$ cat src/rtl/fifo_rd_stream.sv
// fifo_rd_stream
//
// Read-side adapter placed directly downstream of fifo_ctrl and its register
// file. It turns the FIFO pop interface (rd/empty) into a valid/ready stream
// master. A 2-entry skid buffer sustains one word per cycle with no
// combinational path from m_ready_i to the FIFO read strobe.
//
// Ports:
//   clk_i      clock, rising-edge
//   rst_i      asynchronous active-high reset
//   empty_i    FIFO empty flag (fifo_ctrl.empty_o)
//   rd_data_i  register-file word at the current read address (combinational)
//   rd_o       FIFO pop strobe (to fifo_ctrl.rd_i)
//   flush_i    synchronous discard of the skid buffer contents
//   m_data_o   stream data (head entry)
//   m_valid_o  stream valid
//   m_ready_i  stream ready from the consumer
//   count_o    skid buffer occupancy 0..2; also exposes the FSM state
//
// Handshake: a beat transfers on a rising edge where m_valid_o and m_ready_i
// are both high (and flush_i is low). Once m_valid_o is high, m_valid_o and
// m_data_o hold until the beat transfers, unless the buffer is flushed or
// reset. m_valid_o never depends on m_ready_i.
module fifo_rd_stream #(
    parameter int DataWidth = 8
) (
    input  logic                 clk_i,
    input  logic                 rst_i,
    input  logic                 empty_i,
    input  logic [DataWidth-1:0] rd_data_i,
    output logic                 rd_o,
    input  logic                 flush_i,
    output logic [DataWidth-1:0] m_data_o,
    output logic                 m_valid_o,
    input  logic                 m_ready_i,
    output logic [1:0]           count_o
);

    typedef enum logic [1:0] {
        EMPTY = 2'd0,
        ONE   = 2'd1,
        TWO   = 2'd2
    } state_t;

    state_t               state;
    state_t               state_next;
    logic [DataWidth-1:0] slot0;
    logic [DataWidth-1:0] slot1;
    logic [DataWidth-1:0] slot0_next;
    logic [DataWidth-1:0] slot1_next;
    logic                 push;
    logic                 pop;

    // The strobe looks only at registered occupancy, never at m_ready_i, so
    // the FIFO read path stays free of the consumer's timing. Gating with
    // rst_i keeps the strobe low during the asynchronous reset window.
    assign rd_o = ~rst_i & ~empty_i & ~flush_i & (state != TWO);

    // A word is captured on the same edge that advances the FIFO pointer.
    assign push = rd_o;
    assign pop  = m_valid_o & m_ready_i & ~flush_i;

    assign m_valid_o = (state != EMPTY);
    assign m_data_o  = slot0;
    assign count_o   = state;

    always_ff @(posedge clk_i or posedge rst_i) begin
        if (rst_i) begin
            state <= EMPTY;
            slot0 <= '0;
            slot1 <= '0;
        end else begin
            state <= state_next;
            slot0 <= slot0_next;
            slot1 <= slot1_next;
        end
    end

    always_comb begin
        state_next = state;
        slot0_next = slot0;
        slot1_next = slot1;
        case (state)
            EMPTY: begin
                if (push) begin
                    state_next = ONE;
                    slot0_next = rd_data_i;
                end
            end
            ONE: begin
                if (push && !pop) begin
                    state_next = TWO;
                    slot1_next = rd_data_i;
                end else if (push && pop) begin
                    // Head leaves and the new word takes its place.
                    slot0_next = rd_data_i;
                end else if (pop) begin
                    state_next = EMPTY;
                end
            end
            TWO: begin
                // rd_o is low in TWO, so only a pop can happen here.
                if (pop) begin
                    state_next = ONE;
                    slot0_next = slot1;
                end
            end
            default: begin
                state_next = EMPTY;
            end
        endcase
        // Slot contents are left as they are; an empty buffer ignores them.
        if (flush_i) begin
            state_next = EMPTY;
        end
    end

endmodule

$ cat config.mk
export PLATFORM = sky130hd
export DESIGN_NAME = fifo_rd_stream
export DESIGN_NICKNAME = d
export VERILOG_FILES = /design/src/rtl/fifo_rd_stream.sv
export SDC_FILE = /design/constraint.sdc
export NUM_CORES = 1
export LEC_CHECK = 0
export CORE_MARGIN = 8
export CORE_UTILIZATION = 50
export CTS_BUF_LIST = sky130_fd_sc_hd__clkbuf_8
export DETAILED_ROUTE_END_ITERATION = 10
export PLACE_DENSITY_LB_ADDON = 0.12
export SYNTH_ARGS = -nofsm -noshare
export SYNTH_HDL_FRONTEND = slang
export SYNTH_SLANG_ARGS = --single-unit
$ cat constraint.sdc
create_clock -name clk_i -period 3.1 [get_ports clk_i]
set_input_delay 0.465 -clock clk_i [delete_from_list [all_inputs] [get_ports clk_i]]
set_output_delay 0.465 -clock clk_i [all_outputs]
set_load 0.02 [all_outputs]
Yosys cells after proc, flatten, opt, wreduce, memory -nomap -nowiden --
Index checks and enable logic that the tools add are counted. W data, S select, Z words.
Operators by class: equal/unequal tests 11, muxes and demuxes 12, bitwise logic cells 8, reductions and logical operators 9
Operators with widths (count):
- $mux W8 | 4
- $pmux W8 S3 | 1
- $mux W2 | 6
- $ne A2 B2 Y1 const B | 5
- $ne A4 B4 Y1 const B | 2
- $ne A3 B3 Y1 const B | 2
- $pmux W2 S3 | 1
- $and A1 B1 Y1 | 5
- $reduce_and A5 Y1 | 1
- $reduce_and A4 Y1 | 1
- $not A1 Y1 | 3
- $reduce_bool A3 Y1 | 1
- $eq A2 B1 Y1 const B | 1
- $eq A2 B2 Y1 const B | 1
- $logic_and A1 B1 Y1 | 2
- $logic_not A2 Y1 | 1
- $reduce_and A2 Y1 | 1
- $reduce_bool A2 Y1 | 1
- $logic_not A1 Y1 | 1
Word-level totals: bits in registers 18, input port bits 13, output and inout bits 12, logic and storage cells 43

Depth between registers and ports, before layout --
Gate-level depths: netlist (run 1).
depth after elaboration 9, gate-level depth with buffers 5

Worst setup path after synthesis (run 1) --
No wires, ideal clock.
path kind register to output, start reg state[1] (netlist: count_o[1]), end out rd_o, arrival time 1.511 ns, required time 2.635 ns, setup slack 1.124 ns, stages on the path, launching flop included 4, path through dfrtp_1 > nor2b_1 > buf_2 > nor4_1
Between the ends: word-level cells in the longest chain between the ends 2
RTL lines:
- start, declared | line 45 | state_t state;
- start signal, assigned | line 73 | state <= state_next;
- $ne A2 B2 Y1 | line 57 | assign rd_o = ~rst_i & ~empty_i & ~flush_i & (state != TWO);
- $and A1 B1 Y1 | line 57
- end, declared | line 31 | output logic rd_o,
Every way passes these cells.

Worst setup path in the final report (run 1) --
start in flush_i, end out rd_o
Between the ends: word-level cells in the longest chain between the ends 3
RTL lines:
- start, declared | line 32 | input logic flush_i,
- $not A1 Y1 | line 57
- $and A1 B1 Y1 (2 in series) | line 57
Every way passes these cells.

==> flow_summary_export.csv, run 1 <==
group,metric,value,unit
outcome,outcome,"finished, final reports clean",
setup_path,criticalPathCategory,"in2out",
routing,via_per_inst,5.32,
sta,fin_skew,0.00380,ns
placed_design,place_congestion,0.729,
synth,synth_area,860,um^2
clock_network,holdBufCountCts,0,
clock_network,cts_resized,0,
clock_network,clkLatencyLatePin,0.25,ns
clock_network,cts_tree,"yes",
setup_path,arrival,1.91,ns
clock_network,path_clk_slew,0.07,ns
sta,tightestPinTransition,1.02,ns
routing,ant_nets,0,
sta,layout_min_cycle_time,2.37,ns
setup_path,crit_top_cell,"clkdlybuf4s50_1",
clock_network,clk_path_buf_depth,2,
setup_path,crit_required,2.63,ns
synth,ys_types,22,
floorplan,coreArea,0.00167,mm^2
synth,yosys_warnings,0,
setup_path,startpoint_type,"input pin",
global_routing,grt_first_pass_wirelength,3180,um
floorplan,die_y,57.5,um
sta,fmax,0.422,GHz
placed_design,dp_cells,111,
routing,dr_wl_met3,122,um
placed_design,portBuffers,24,
synth,synth_seq_area_share,52.4,%
routing,drc,0,
power_and_ir_drop,leakage,0.524,nW
sta,setup_viol,0,
global_routing,antenna_found_initial,0,
routing,dr.pass1.iters,2,
routing,wl_per_cell,16.4,um
min_path,hp-class,"reg2reg",
power_and_ir_drop,power_density,566,mW/mm^2
global_routing,grt_overflow_total,0,
setup_path,end_kind,"primary output",
global_routing,grt_max_degree,19,
setup_path,cpPeakStageDelay,0.66,ns
setup_path,cp_num_cells,3,
routing,top_layer_used,"met4",
floorplan,fp.dieW,57.5,um
setup_path,crit_family,"buffers and inverters",
layout,n_antenna_cell,0,
global_routing,grt_use_total,12.7,%
synth,synth.avg_cell_area,11.9,um^2
min_path,holdPathStages,2,
setup_path,cp_max_fo,6,
floorplan,start_util,51.5,%
clock_network,cts.sinks,18,
clock_network,cts_made_buffers,3,
floorplan,rows,15,
setup_path,r2r_slack,1.29,ns
floorplan,die-area,0.00330,mm^2
routing,via_count,612,
routing,wl_met2,924,um
floorplan,ios,25,
layout,stdcell_count,115,
placed_design,dp_hpwl,1310,um
clock_network,htree_levels,1,
routing,routed_wl,1890,um
synth,synthCells,72,
sta,grt_setup_unrepaired,"false",
sta,maxSlewHeadroom,31.8,%
sta,hold_viol,0,
clock_network,postCtsSetupBuffers,0,
synth,ys_ff_latch,18,
sta,timing.setup.tns,0,ns
sta,maxSlewViolCount,0,
routing,first_iter_violations,7,
layout,syn2layout_area_growth,35.4,%
power_and_ir_drop,peakVddDrop,0.358,mV
routing,drt-met1-wl,803,um
synth,syn-num-nets,85,
layout,drive_gt1_share,16.3,%
global_routing,grt_pass1_vias,636,
setup_path,worstRegToRegCells,3,
run,drv_cap,0,
layout,nets,112,
setup_path,cp_cell_sequence,"clkdlybuf4s50_1 > nor4_1 > clkdlybuf4s50_1",
sta,min_period_over_period,76.5,%
clock_network,cts-root-buf,"clkbuf_8",
setup_path,slowest_stage,"clkdlybuf4s50_1",
setup_path,path_buf_inv,2,
==> per-layer routing <==
metal	track usage, %	up-vias
li1	-	305
met1	14.5	286
met2	19.8	15
met3	6.05	6
met4	5.36	0
met5	0	-
==> power by group <==
| group | internal [W] | switching, W |
|---|---|---|
| sequential | 0.000277 | 0.0000251 |
| clock | 0.000113 | 0.0000780 |
| combinational | 0.0000930 | 0.0000729 |
==> cell families after synthesis <==
family / share of synthesized area (%)
simple gates: 12.2
compound gates: 7.57
flops: 52.4
buf+inv: 3.20
mux: 24.6
==> state kept, by name, summed over array words and instances, names as in the netlist <==
signal    flops
m_data_o      8
slot1         8
count_o       2
==> metrics by stage <==
step / setup WS, ns / area (um^2) / utilization, % / total power [W] / hold slack [ns]
2_1_floorplan: 1.12 / 860 / - / 0.000390 / 0.404
3_3_place_gp: 0.696 / 1110 / 66.4 / 0.000465 / 0.461
3_5_place_dp: 0.678 / 1110 / 66.4 / 0.000470 / 0.470
4_1_cts: 0.722 / 1160 / 69.7 / 0.000665 / 0.486
5_1_grt: 0.655 / 1160 / 69.7 / 0.000691 / 0.502
6_report: 0.729 / 1160 / 69.7 / 0.000659 / 0.481
==> layout make-up <==
class / instances / area, um^2
timing repair buffer: 25 / 248
clock buffer: 4 / 55.1
inverter: 2 / 7.51
tap: 17 / 21.3
multi-input combinational: 49 / 382
fill: 128 / 507
sequential: 18 / 450
==> Yosys cell counts (all sizes together) <==
cell type	instances	area, um^2
nor3	2	10.0
nand2	8	30.0
a21oi	2	10.0
inv	2	7.51
a31oi	1	6.26
nor4bb	1	10.0
or2	1	6.26
or4b	1	10.0
buf	2	16.3
nor2b	2	12.5
nand2b	1	6.26
nor2	3	13.8
mux2i	8	80.1
clkbuf	1	3.75
mux2	9	131
dfrtp	18	450
o21ai	8	40.0
o22a	1	8.76
nor4	1	6.26
==> worst paths after layout <==
kind | end | start
min in group asynchronous | slot1[6] | rst_i
max | rd_o | flush_i
max reg2reg | slot1[2] | count_o[0]
min | m_data_o[7] | m_data_o[7]
max in group asynchronous | slot1[2] | rst_i
min reg2reg | m_data_o[7] | m_data_o[7]
==> worst min-delay path: cells and delay by family (launching register included) <==
kind               cells  cell delay [ns]
DFF                    1             0.34
and+or+nand+nor        1             0.05
AOI/OAI and AO/OA      1             0.06
==> cell usage in the layout (no fill, tap or decap) <==
cell              n
or2_2             1
dfrtp_1          18
o22a_1            1
a21oi_1           2
or4b_1            1
nand2_1           8
buf_4             1
mux2i_1           8
nor4_1            1
nand2b_1          1
a31oi_1           1
mux2_2            1
nor3_1            2
nor2_2            1
o21ai_0           8
inv_1             2
nor2b_1           2
mux2_4            8
clkdlybuf4s50_1  24
nor4bb_1          1
nor2_1            2
clkbuf_8          4
No activity file was read; power rests on OpenSTA's default activity.
==> inputs of run 2 (changes only) <==
Settings changed: CORE_UTILIZATION 50 to 48.
Clock period 3.1 ns to 2.2 ns, I/O delays scaled along.
==> run 2 against run 1 <==
Clock-buffer cell count is the same. Via count rose by 1.5%. Hold slack improved by 0.0030 ns. Cell count increased by 7.8%. Sequential power rose by 40%. Non-clock buffer count grew 1. Clock skew is 0.00083 ns lower. First-iteration DRC count fell by 57%. Register-to-register slack lost 0.78 ns. Flip-flop and latch count did not move. Sequential share of layout area shrank 0.77 points. Combinational power increased by 40%.
==> flow_summary_export.csv, run 2 (synthesis results as in run 1) <==
group,metric,value,unit
clock_network,cts.sinks,18,
sta,grt_setup_unrepaired,"false",
setup_path,arrival,1.77,ns
setup_path,slowest_stage,"clkdlybuf4s50_1",
sta,tightestPinTransition,0.670,ns
routing,ant_nets,0,
setup_path,path_buf_inv,2,
power_and_ir_drop,switching_share,26.5,%
placed_design,place_congestion,0.757,
floorplan,ios,25,
clock_network,cts_made_buffers,3,
routing,wl_per_cell,14.6,um
global_routing,grt_max_degree,19,
power_and_ir_drop,leakage,0.529,nW
outcome,outcome,"finished, final reports clean",
setup_path,crit_required,1.87,ns
sta,hold_viol,0,
setup_path,cp_cell_sequence,"clkdlybuf4s50_1 > nor4_1 > clkdlybuf4s50_1",
floorplan,rows,15,
power_and_ir_drop,p_clk_share,29.2,%
layout,num-fill-cells,127,
floorplan,start_util,50.3,%
power_and_ir_drop,peakVddDrop,0.476,mV
setup_path,cp_num_cells,3,
layout,nets,113,
setup_path,end_kind,"primary output",
power_and_ir_drop,p_int,0.000680,W
routing,first_iter_violations,3,
power_and_ir_drop,seqPwrFrac,45.7,%
min_path,hp-class,"reg2reg",
clock_network,clk_path_buf_depth,2,
layout,drive_gt1_share,18.2,%
placed_design,portBuffers,24,
setup_path,cpPeakStageDelay,0.65,ns
sta,setup_viol,0,
placed_design,dp_slack,-0.0465,ns
min_path,holdPathStages,2,
setup_path,startpoint_type,"input pin",
layout,n_antenna_cell,0,
sta,timing.setup.tns,0,ns
power_and_ir_drop,comb_power_share,25.0,%
routing,dr.pass1.iters,3,
sta,fin_skew,0.00297,ns
floorplan,die-area,0.00340,mm^2
floorplan,fp.dieW,58.3,um
routing,drc,0,
layout,multi_input_area,388,um^2
layout,final_cell_mix,"clkdlybuf4s50_1, dfrtp_1",
run,drv_cap,0,
setup_path,crit_family,"buffers and inverters",
sta,setup_slack,0.101,ns
placed_design,dp_hpwl,1290,um
clock_network,clkLatencyLatePin,0.25,ns
power_and_ir_drop,power_density,779,mW/mm^2
clock_network,cts-root-buf,"clkbuf_8",
layout,final_common_cell,"clkdlybuf4s50_1",
clock_network,postCtsSetupBuffers,0,
routing,via_count,621,
clock_network,cts_tree,"yes",
global_routing,grt_overflow_total,0,
layout,syn2layout_area_growth,38.1,%
routing,routed_wl,1810,um
setup_path,crit_top_cell,"clkdlybuf4s50_1",
sta,fmax,0.476,GHz
setup_path,criticalPathCategory,"in2out",
floorplan,coreArea,0.00171,mm^2
global_routing,antenna_found_initial,0,
clock_network,htree_levels,1,
power_and_ir_drop,switching_power,0.000245,W
sta,layout_min_cycle_time,2.10,ns
sta,maxSlewViolCount,0,
global_routing,grt_first_pass_wirelength,3030,um
layout,register_area,450,um^2
sta,min_period_over_period,95.4,%
setup_path,cp_max_fo,6,
sta,maxSlewHeadroom,55.3,%
global_routing,grt_pass1_vias,648,
clock_network,path_clk_slew,0.07,ns
routing,via_per_inst,5.01,
setup_path,worstRegToRegCells,4,
global_routing,grt_use_total,11.6,%
floorplan,die_y,58.3,um
power_and_ir_drop,p_total,0.000925,W
==> run 2: cell types whose count changed in the layout (fill, tap and decap cells not counted) <==
cell,before,now
a31oi_2,0,1
a31oi_1,1,0
buf_4,1,2
==> run 2: tightest hold or removal path: cells and delay by family, from the launching register on <==
kind / cells / cell delay, ns
simple gates: 1 / 0.05
flops: 1 / 0.34
compound gates: 1 / 0.06
==> run 2: power groups by stage <==
stage	Sequential (W)	Combinational (W)	Clock, W
6_report	0.000423	0.000232	0.000270
2_1_floorplan	0.000461	0.0000889	0
5_1_grt	0.000430	0.000251	0.000292
3_3_place_gp	0.000427	0.000229	0
4_1_cts	0.000424	0.000235	0.000276
3_5_place_dp	0.000429	0.000233	0
==> run 2: repair_timing <==
item | CTS | global route
resized for setup | 0 | 1
endpoints found under the setup margin | 0 | 5
hold buffers | 0 | 0
==> run 2: per-layer routing <==
layer	up-vias	share of wire, %	GRT usage, %	routed length [um]
met1	296	44	13.7	792
met5	-	0	0	0
li1	307	-	-	-
met2	13	50	18.6	905
met4	0	2.2	6.29	40
met3	5	4.2	3.26	76
==> run 2: final timing paths <==
path	slack, ns	from	end
max reg2reg	0.51	count_o[0]	slot1[1]
min	0.48	m_data_o[7]	m_data_o[7]
max in group asynchronous	1.20	rst_i	m_data_o[0]
max	0.10	flush_i	rd_o
min in group asynchronous	0.57	rst_i	slot1[4]
min reg2reg	0.48	m_data_o[7]	m_data_o[7]
==> run 2: final cells by class <==
cell class | count | share of cell area [%]
clock buffers | 4 | 4.64
inverters | 2 | 0.632
multi-input cells | 49 | 32.7
flip-flops and latches | 18 | 37.9
well taps | 25 | 2.63
repair buffers | 26 | 21.5
==> run 2: metrics by stage <==
stage / util [%] / area, um^2 / std cells / hold WS (ns)
2_1_floorplan: - / 860 / 72 / 0.269
3_3_place_gp: 65.9 / 1130 / 120 / 0.463
3_5_place_dp: 65.9 / 1130 / 120 / 0.472
4_1_cts: 69.2 / 1180 / 124 / 0.488
5_1_grt: 69.5 / 1190 / 124 / 0.505
6_report: 69.5 / 1190 / 124 / 0.484
